==> src/rtl/rf_arbiter.sv <==
// Round-robin arbiter sharing one single-port register file between a command
// controller (requester 0) and an auxiliary config/debug master (requester 1).
// Grants are combinational. RF strobes and read returns appear one cycle after the transfer edge.
// A requester holds REQx until GNTx. Grants are blocked while a read is outstanding.
//
// Ports:
//   CLK, RST (async, active-low)
//   REQx/WRx/ADDRx/WDATAx -> GNTx                  requester side, x = 0/1
//   RDATAx/RVALIDx/RERRx                           registered read return; RERR marks a timeout
//   RF_WrEn/RF_RdEn/RF_Address/RF_Wr_D/RF_Rd_D/RF_Rd_D_Valid   register-file side
module rf_arbiter #(
    parameter int ADDR_W  = 4,
    parameter int DATA_W  = 8,
    parameter int TIMEOUT = 8
) (
    input  logic              CLK,
    input  logic              RST,
    input  logic              REQ0,
    input  logic              REQ1,
    input  logic              WR0,
    input  logic              WR1,
    input  logic [ADDR_W-1:0] ADDR0,
    input  logic [ADDR_W-1:0] ADDR1,
    input  logic [DATA_W-1:0] WDATA0,
    input  logic [DATA_W-1:0] WDATA1,
    output logic              GNT0,
    output logic              GNT1,
    output logic [DATA_W-1:0] RDATA0,
    output logic [DATA_W-1:0] RDATA1,
    output logic              RVALID0,
    output logic              RVALID1,
    output logic              RERR0,
    output logic              RERR1,
    output logic              RF_WrEn,
    output logic              RF_RdEn,
    output logic [ADDR_W-1:0] RF_Address,
    output logic [DATA_W-1:0] RF_Wr_D,
    input  logic [DATA_W-1:0] RF_Rd_D,
    input  logic              RF_Rd_D_Valid
);

    typedef enum logic {
        IDLE    = 1'b0,
        RD_WAIT = 1'b1
    } state_t;

    // The counter is 0 in the first RD_WAIT cycle. Aborting on TIMEOUT-1 therefore
    // bounds the time spent in RD_WAIT to exactly TIMEOUT cycles.
    localparam logic [7:0] CNT_LAST = 8'(TIMEOUT - 1);

    state_t            state_q;
    state_t            state_d;
    logic              last_q;    // requester granted most recently
    logic              owner_q;   // requester that owns the outstanding read
    logic [7:0]        cnt_q;

    logic              gnt0;
    logic              gnt1;
    logic              xfer;
    logic              xfer_id;
    logic              xfer_wr;
    logic [ADDR_W-1:0] xfer_addr;
    logic [DATA_W-1:0] xfer_wdata;
    logic              rd_done;
    logic              rd_abort;
    logic [DATA_W-1:0] ret_data;

    always_ff @(posedge CLK or negedge RST) begin
        if (!RST) begin
            state_q <= IDLE;
        end else begin
            state_q <= state_d;
        end
    end

    always_comb begin
        state_d  = state_q;
        gnt0     = 1'b0;
        gnt1     = 1'b0;
        rd_done  = 1'b0;
        rd_abort = 1'b0;
        case (state_q)
            IDLE: begin
                // Gated by RST so no grant is shown while reset is held.
                if (RST) begin
                    gnt0 = REQ0 && (!REQ1 || last_q);
                    gnt1 = REQ1 && (!REQ0 || !last_q);
                    if ((gnt0 && !WR0) || (gnt1 && !WR1)) begin
                        state_d = RD_WAIT;
                    end
                end
            end
            RD_WAIT: begin
                // Valid data takes priority over a timeout in the same cycle.
                if (RF_Rd_D_Valid) begin
                    rd_done = 1'b1;
                    state_d = IDLE;
                end else if (cnt_q == CNT_LAST) begin
                    rd_abort = 1'b1;
                    state_d  = IDLE;
                end
            end
            default: state_d = IDLE;
        endcase
    end

    assign GNT0       = gnt0;
    assign GNT1       = gnt1;
    assign xfer       = gnt0 || gnt1;
    assign xfer_id    = gnt1;
    assign xfer_wr    = gnt1 ? WR1 : WR0;
    assign xfer_addr  = gnt1 ? ADDR1 : ADDR0;
    assign xfer_wdata = gnt1 ? WDATA1 : WDATA0;
    assign ret_data   = rd_done ? RF_Rd_D : '0;

    always_ff @(posedge CLK or negedge RST) begin
        if (!RST) begin
            last_q     <= 1'b1;
            owner_q    <= 1'b0;
            cnt_q      <= '0;
            RF_WrEn    <= 1'b0;
            RF_RdEn    <= 1'b0;
            RF_Address <= '0;
            RF_Wr_D    <= '0;
            RDATA0     <= '0;
            RDATA1     <= '0;
            RVALID0    <= 1'b0;
            RVALID1    <= 1'b0;
            RERR0      <= 1'b0;
            RERR1      <= 1'b0;
        end else begin
            RF_WrEn <= xfer && xfer_wr;
            RF_RdEn <= xfer && !xfer_wr;
            RVALID0 <= (rd_done || rd_abort) && !owner_q;
            RVALID1 <= (rd_done || rd_abort) && owner_q;
            RERR0   <= rd_abort && !owner_q;
            RERR1   <= rd_abort && owner_q;

            if (xfer) begin
                last_q     <= xfer_id;
                RF_Address <= xfer_addr;
                if (xfer_wr) begin
                    RF_Wr_D <= xfer_wdata;
                end else begin
                    owner_q <= xfer_id;
                    cnt_q   <= '0;
                end
            end

            if (state_q == RD_WAIT) begin
                cnt_q <= cnt_q + 8'd1;
            end

            if (rd_done || rd_abort) begin
                if (owner_q) begin
                    RDATA1 <= ret_data;
                end else begin
                    RDATA0 <= ret_data;
                end
            end
        end
    end

endmodule

==> config.mk <==
export PLATFORM = sky130hd
export DESIGN_NAME = rf_arbiter
export DESIGN_NICKNAME = d
export VERILOG_FILES = /design/src/rtl/rf_arbiter.sv
export SDC_FILE = /design/constraint.sdc
export NUM_CORES = 1
export LEC_CHECK = 0
export BUFFER_PORTS_ARGS = -buffer_cell sky130_fd_sc_hd__buf_2
export CAP_MARGIN = 20
export CORE_ASPECT_RATIO = 1.1
export CORE_MARGIN = 2
export CORE_UTILIZATION = 54
export CTS_CLUSTER_SIZE = 10
export DETAILED_ROUTE_END_ITERATION = 6
export GPL_TIMING_DRIVEN = 0
export HOLD_SLACK_MARGIN = 0.08
export PLACE_DENSITY_LB_ADDON = 0.1
export SLEW_MARGIN = 0
export SYNTH_ARGS = -nofsm -noshare
export SYNTH_HDL_FRONTEND = slang
export SYNTH_SLANG_ARGS = --single-unit
==> constraint.sdc <==
create_clock -name CLK -period 2.5 [get_ports CLK]
set_input_delay 0.125 -clock CLK [delete_from_list [all_inputs] [get_ports CLK]]
set_output_delay 0.125 -clock CLK [all_outputs]
set_load 0.03 [all_outputs]
==> results.sh, run 1 <==
export IMPL_tns_ns=0
export IMPL_ys_warn_count=0
export IMPL_min_delay_worst_endpoint="RDATA0[1]"
export IMPL_boundaryPins=75
export IMPL_grt_overflow=0
export IMPL_clock_latency_ns=0.31
export IMPL_port_buffers=73
export IMPL_report_final_slew_viol_count=0
export IMPL_worst_slew_pin_slew_ns=0.7683
export IMPL_cts_buffers=5
export IMPL_fin_util_pct=72.77
export IMPL_antenna_diode_count=0
export IMPL_synthesis_nets=263
export IMPL_finalCriticalPeriod_ns=1.903
export IMPL_ys_seq_area_share_pct=50.99
export IMPL_die_area_um2=4623
export IMPL_rsz0062_at_grt="no"
export IMPL_status="completed"
export IMPL_endpoint_kind="output pin"
export IMPL_crit_top_cell="buf_2"
export IMPL_cp_max_fo=10
export IMPL_irDropWorstVdd_uv=602.3
export IMPL_total_power_w=0.002599
export IMPL_avgSynthCellArea_um2=9.914
export IMPL_htreeDepth=2
export IMPL_mostFrequentLayoutCells="buf_2, dfrtp_1, inv_1, nor3_1, a22oi_1"
export IMPL_synth_top_area_cell="dfrtp_1"
export IMPL_fin_crit_sh_pct=76.13
export IMPL_cellPowerDensity_nw_per_um2=907.7
export IMPL_dp_final_hpwl_um=3736
export IMPL_floorplan_rows=24
export IMPL_ys_ff_latch=45
export IMPL_crit_required_ns=2.38
export IMPL_critPathKind="in -> out"
export IMPL_synth_cell_type_count=42
export IMPL_synth_area_leaders="dfrtp_1, a22oi_1, inv_1"
export IMPL_mappedNetlistArea_um2=2211
export IMPL_wire_per_inst_um=14.82
export IMPL_synth_top_cell_area_share_pct=49.80
export IMPL_num_nets_final=354
export IMPL_critPathTopFamily="buffers and inverters"
export IMPL_drive_gt1_share_pct=31.43
export IMPL_fmax_mhz=525.4
export IMPL_stdcell_area_um2=2863
export IMPL_root_buffer="clkbuf_8"
export IMPL_cp_slowest_cell="dlygate4sd3_1"
export IMPL_cts_tree="done"
export IMPL_finalHoldViolations=0
export IMPL_drc=0
export IMPL_hold_depth=3
export IMPL_initial_core_util_pct=56.20
export IMPL_max_slew_margin_rel_pct=48.35
export IMPL_wl_um=5438
export IMPL_clock_sinks=45
export IMPL_ctsLongestPathBuffers=2
export IMPL_hp_start="RF_Rd_D[1]"
export IMPL_first_global_vias=2022
export IMPL_layout_commonest_cell="buf_2"
export IMPL_synth_edf_count=0
export IMPL_synthFlopType="dfrtp_1"
export IMPL_path_cells="dlygate4sd3_1 -> buf_2 -> nor2b_1 -> clkbuf_1 -> nand3_1 -> inv_1 -> buf_2"
export IMPL_grt_antenna_before_repair=0
export IMPL_clkTransAtPathRegs_ns=0.09
export IMPL_async_flop_share_pct=100.0
export IMPL_maxCapViolCount=0
export IMPL_post_cts_buffers=0
export IMPL_fin_skew_ns=0.01582
export IMPL_via_per_inst=5.684
export IMPL_die_height_um=71.11
export IMPL_grt_total_usage_pct=25.30
export IMPL_ff2ff_path_depth=5
export IMPL_drtPass1Iterations=4
export IMPL_postRouteAntennaNets=0
export IMPL_setup_viol=0
export IMPL_critPathLaunchType="input port"
export IMPL_syn2layout_area_growth_pct=29.49
export IMPL_core_region_area_um2=3934
export IMPL_hold_slack_ns=0.08036
export IMPL_cp_slowest_stage_delay_ns=0.52
export IMPL_netlist_instances=223
export IMPL_grt_max_degree=45
export IMPL_cellLeakagePower_nw=1.444
export IMPL_dpl_instance_area_um2=2641
export IMPL_timing_critical_path_buf_inv=5
export IMPL_regToRegSetupSlack_ns=0.64
export IMPL_die_x_um=65.01
export IMPL_vias=2086
export IMPL_hold_class="in -> reg"
export IMPL_arrival_ns=1.78
export IMPL_reg2reg_from="last_q"
export IMPL_r2r_end="cnt_q[3]"
export IMPL_drt_iter0_drc=194
export IMPL_gp_congestion=0.7596
export IMPL_grt_pass1_wl_um=9252
registers in the layout, indices dropped and copies added, names as in the netlist:
register,count
last_q,1
RDATA0,8
RDATA1,8
RF_Wr_D,8
owner_q,1
RVALID0,1
RVALID1,1
RF_WrEn,1
RF_RdEn,1
RERR1,1
cnt_q,8
RF_Address,4
RERR0,1
state_q,1
stage by stage:
stage / instances / worst slack [ns]
2_1_floorplan: 223 / 0.8147
6_report: 367 / 0.5967
3_5_place_dp: 348 / -0.009089
5_1_grt: 367 / 0.4498
4_1_cts: 367 / 0.6051
3_3_place_gp: 348 / -0.007691
worst max path at each step:
| stage | startpoint | to | slack [ns] | cells after the start |
|---|---|---|---|---|
| floorplan | last_q | last_q | 0.81 | 5 |
| global placement | RST | cnt_q[3] | -0.008 | 4 |
| detailed placement | RST | cnt_q[3] | -0.009 | 4 |
| CTS | RST | GNT0 | 0.61 | 7 |
| global route | RST | cnt_q[3] | 0.45 | 5 |
| finish | RST | GNT0 | 0.60 | 7 |
routing by layer:
layer,vias to the layer above,global-route usage [%],routed length [µm]
met1,989,33.44,2253
met3,7,4.452,440
met4,0,7.176,59
li1,998,-,-
met2,92,43.07,2685
met5,-,0,0
cells in the mapped netlist, types with 2 or more instances:
cell and n:
or3_1 2, clkbuf_1 4, o21ai_1 10, o21ai_0 12
nor3_1 17, a22oi_1 16, nand4_1 5, dfrtp_1 44
buf_6 2, nand2_1 10, o2111ai_1 4, o31ai_1 6
and3b_1 2, and3_1 2, nor2b_1 4, buf_2 6
inv_1 28, a311oi_1 8, nor2_1 4, nand3_1 8
nand2b_1 6, or4_4 2, nand4b_1 2
power by group:
group | total (W) | switching [W] | internal, W
clock | 0.000464 | 0.000262 | 0.000202
sequential | 0.00107 | 0.000146 | 0.000924
combinational | 0.00106 | 0.000680 | 0.000385
cells by family after synthesis:
kind of cell / after synthesis / synth area share (%)
and+or+nand+nor: 71 / 19.30
AOI/OAI and AO/OA: 63 / 20.37
DFF: 45 / 50.99
buffers and inverters: 41 / 7.979
xor gates and xnor gates: 2 / 0.7924
adders and majority gates: 1 / 0.5658
tightest hold or removal path, cell delays in order:
cell and delay, ns:
buf_2 0.09, a22oi_1 0.05, o21ai_1 0.07
what timing repair did:
action	CTS	global route
hold endpoints to repair	57	0
resized for setup	0	0
hold buffers	11	0
cell type report:
type,instances,area [µm²]
fillers,317,1071
inverters,28,105.1
flip-flops and latches,45,1127
clock buffers,5,68.82
well taps,52,65.06
clock inverters,3,25.02
plain buffers,13,71.32
repair buffers,84,493.0
multi-input cells,137,907.1
Power figures use the tool's default switching activity.
==> inputs of run 2 (changes only) <==
- ABC_AREA: unset -> 1
- CORE_UTILIZATION: 54 -> 45
- clock period: 2.5 -> 1.55 ns (I/O delays scaled with it)
==> results.sh, run 2 <==
export IMPL_status="finished with violations"
export IMPL_violations="negative hold slack"
export IMPL_grt_pass1_wl_um=8556
export IMPL_critPathKind="reg -> out"
export IMPL_postRouteAntennaNets=0
export IMPL_report_final_slew_viol_count=0
export IMPL_fin_crit_sh_pct=94.27
export IMPL_layout_commonest_cell="nand2_1"
export IMPL_worst_slack_ns=0.08881
export IMPL_crit_top_cell="inv_1"
export IMPL_avgSynthCellArea_um2=7.777
export IMPL_setup_viol=0
export IMPL_initial_core_util_pct=46.98
export IMPL_hold_slack_ns=-0.2173
export IMPL_startpoint="last_q"
export IMPL_fin_skew_ns=0.007408
export IMPL_wl_um=5170
export IMPL_grt_total_usage_pct=19.63
export IMPL_die_height_um=77.35
export IMPL_timing_critical_path_buf_inv=3
export IMPL_place_inst=413
export IMPL_synth_top_cell_area_share_pct=50.03
export IMPL_drt_iter0_drc=84
export IMPL_hold_class="in -> async"
export IMPL_netlist_instances=283
export IMPL_synth_edf_count=0
export IMPL_port_buffers=74
export IMPL_grt_overflow=0
export IMPL_fillers=440
export IMPL_max_slew_margin_rel_pct=59.08
export IMPL_mappedNetlistArea_um2=2201
export IMPL_synth_cell_type_count=26
export IMPL_clock_latency_ns=0.30
export IMPL_cts_tree="done"
export IMPL_boundaryPins=75
export IMPL_total_power_w=0.004977
export IMPL_clock_sinks=45
export IMPL_cellPowerDensity_nw_per_um2=1671
export IMPL_path_cells="inv_1 -> a21boi_2 -> nand2_2 -> inv_1 -> buf_4"
export IMPL_cp_max_fo=2
export IMPL_reg2reg_from="last_q"
export IMPL_via_per_inst=4.689
export IMPL_mostFrequentLayoutCells="nand2_1, buf_2, dfrtp_1, nand3_1, inv_1"
export IMPL_synth_common_cells="nand2_1, dfrtp_1, nand3_1, inv_1, nor2_1"
export IMPL_cp_slowest_cell="dfstp_2"
export IMPL_async_flop_share_pct=100.0
export IMPL_irDropWorstVdd_uv=735.6
export IMPL_worst_slew_pin_slew_ns=0.6139
export IMPL_finalHoldViolations=44
export IMPL_die_x_um=70.68
export IMPL_multi_input_area_um2=942.2
export IMPL_vias=2063
export IMPL_synth_area_leaders="dfrtp_1, nand2_1, nand3_1"
export IMPL_cp_slowest_stage_delay_ns=0.54
export IMPL_critPathTopFamily="flip-flops"
export IMPL_hold_buffers=16
export IMPL_synth_top_area_cell="dfrtp_1"
export IMPL_arrival_ns=1.38
export IMPL_antenna_diode_count=0
export IMPL_drc=0
export IMPL_instances_no_fill=440
export IMPL_root_buffer="clkbuf_8"
export IMPL_ys_ff_latch=45
export IMPL_drive_gt1_share_pct=28.91
export IMPL_endpoint_kind="output pin"
export IMPL_htreeDepth=2
export IMPL_core_region_area_um2=4684
export IMPL_grt_max_degree=49
export IMPL_maxCapViolCount=0
export IMPL_ys_warn_count=0
export IMPL_grt_antenna_before_repair=0
export IMPL_ys_seq_area_share_pct=51.22
export IMPL_syn2layout_area_growth_pct=35.36
export IMPL_critPathLaunchType="flip-flop"
export IMPL_synthFlopType="dfrtp_1"
export IMPL_cellLeakagePower_nw=1.786
export IMPL_clkTransAtPathRegs_ns=0.09
export IMPL_crit_required_ns=1.47
export IMPL_fmax_mhz=684.4
export IMPL_dp_final_hpwl_um=3476
export IMPL_synthesis_nets=323
export IMPL_gp_congestion=0.7538
export IMPL_num_nets_final=423
export IMPL_wire_per_inst_um=11.75
export IMPL_ctsLongestPathBuffers=2
export IMPL_drtPass1Iterations=4
export IMPL_cts_buffers=5
export IMPL_yosysMostFrequentCell="nand2_1"
export IMPL_pre_cts_slack_ns=-0.4169
export IMPL_die_area_um2=5467
export IMPL_finalCriticalPeriod_ns=1.461
export IMPL_seqCellArea_um2=1127
export IMPL_first_global_vias=1997
export IMPL_floorplan_rows=26
## run 2: changes by cell type after synthesis, sizes merged, moves of 6 or more
cell / delta
o21ai: -18
nor3: -16
nand3: +17
nand2b: -6
a22oi: -16
o31ai: -6
nor2: +15
nand2: +141
buf: -6
a311oi: -8
## run 2: layer usage
layer  wire length (µm)  up-vias  GRT usage, %
met5                  0        -             0
met2               2541       45         33.36
met1               2282      939         23.43
met4                124        0         9.623
met3                221       11         4.156
li1                   -     1068             -
## run 2: where the power goes
| part | internal, W | leakage, nW | switching (W) |
|---|---|---|---|
| Clock | 0.000524 | 0.0574 | 0.000416 |
| Combinational | 0.000659 | 1.15 | 0.00153 |
| Sequential | 0.00161 | 0.577 | 0.000238 |
| Total | 0.00280 | 1.79 | 0.00218 |
## run 2: cells by family after synthesis
group	after synthesis	synth area share, %
buffers and inverters	31	7.049
and+or+nand+nor	198	39.06
DFF	45	51.22
adders and majority gates	1	0.5684
AOI/OAI and AO/OA	8	2.104
## run 2: timing repair
action                                 CTS  global route
endpoints found under the hold margin   61            44
setup buffers                            0             3
pin swaps                                0             3
setup endpoints to repair               18            20
gates resized for setup                  3             8
## run 2: path summary, 6_finish.rpt
check | end | slack [ns] | depth (start not counted)
min | RDATA1[1] | -0.22 | 1
max in group asynchronous | RF_Wr_D[7] | 1.36 | 1
max reg2reg | owner_q | 0.11 | 8
min reg2reg | RDATA1[6] | 0.47 | 2
min in group CLK | RDATA0[7] | 0.09 | 5
max | GNT0 | 0.09 | 5
## run 2: final cells by class
cell class	instances	share of cell area (%)
Tap cell	56	2.352
Multi-Input combinational cell	207	31.63
Buffer	6	1.974
Inverter	25	3.234
Clock inverter	2	1.260
Timing Repair Buffer	93	18.94
Sequential cell	45	37.84
Clock buffer	6	2.772
## run 2: metrics by stage
stage / instance area [µm²] / setup TNS (ns) / utilization, %
6_report: 2979 / 0 / 63.60
5_1_grt: 2979 / -0.05912 / 63.60
4_1_cts: 2929 / -0.0006732 / 62.53
3_5_place_dp: 2641 / -7.551 / 56.38
3_3_place_gp: 2641 / -6.446 / 56.38
2_1_floorplan: 2201 / 0 / -
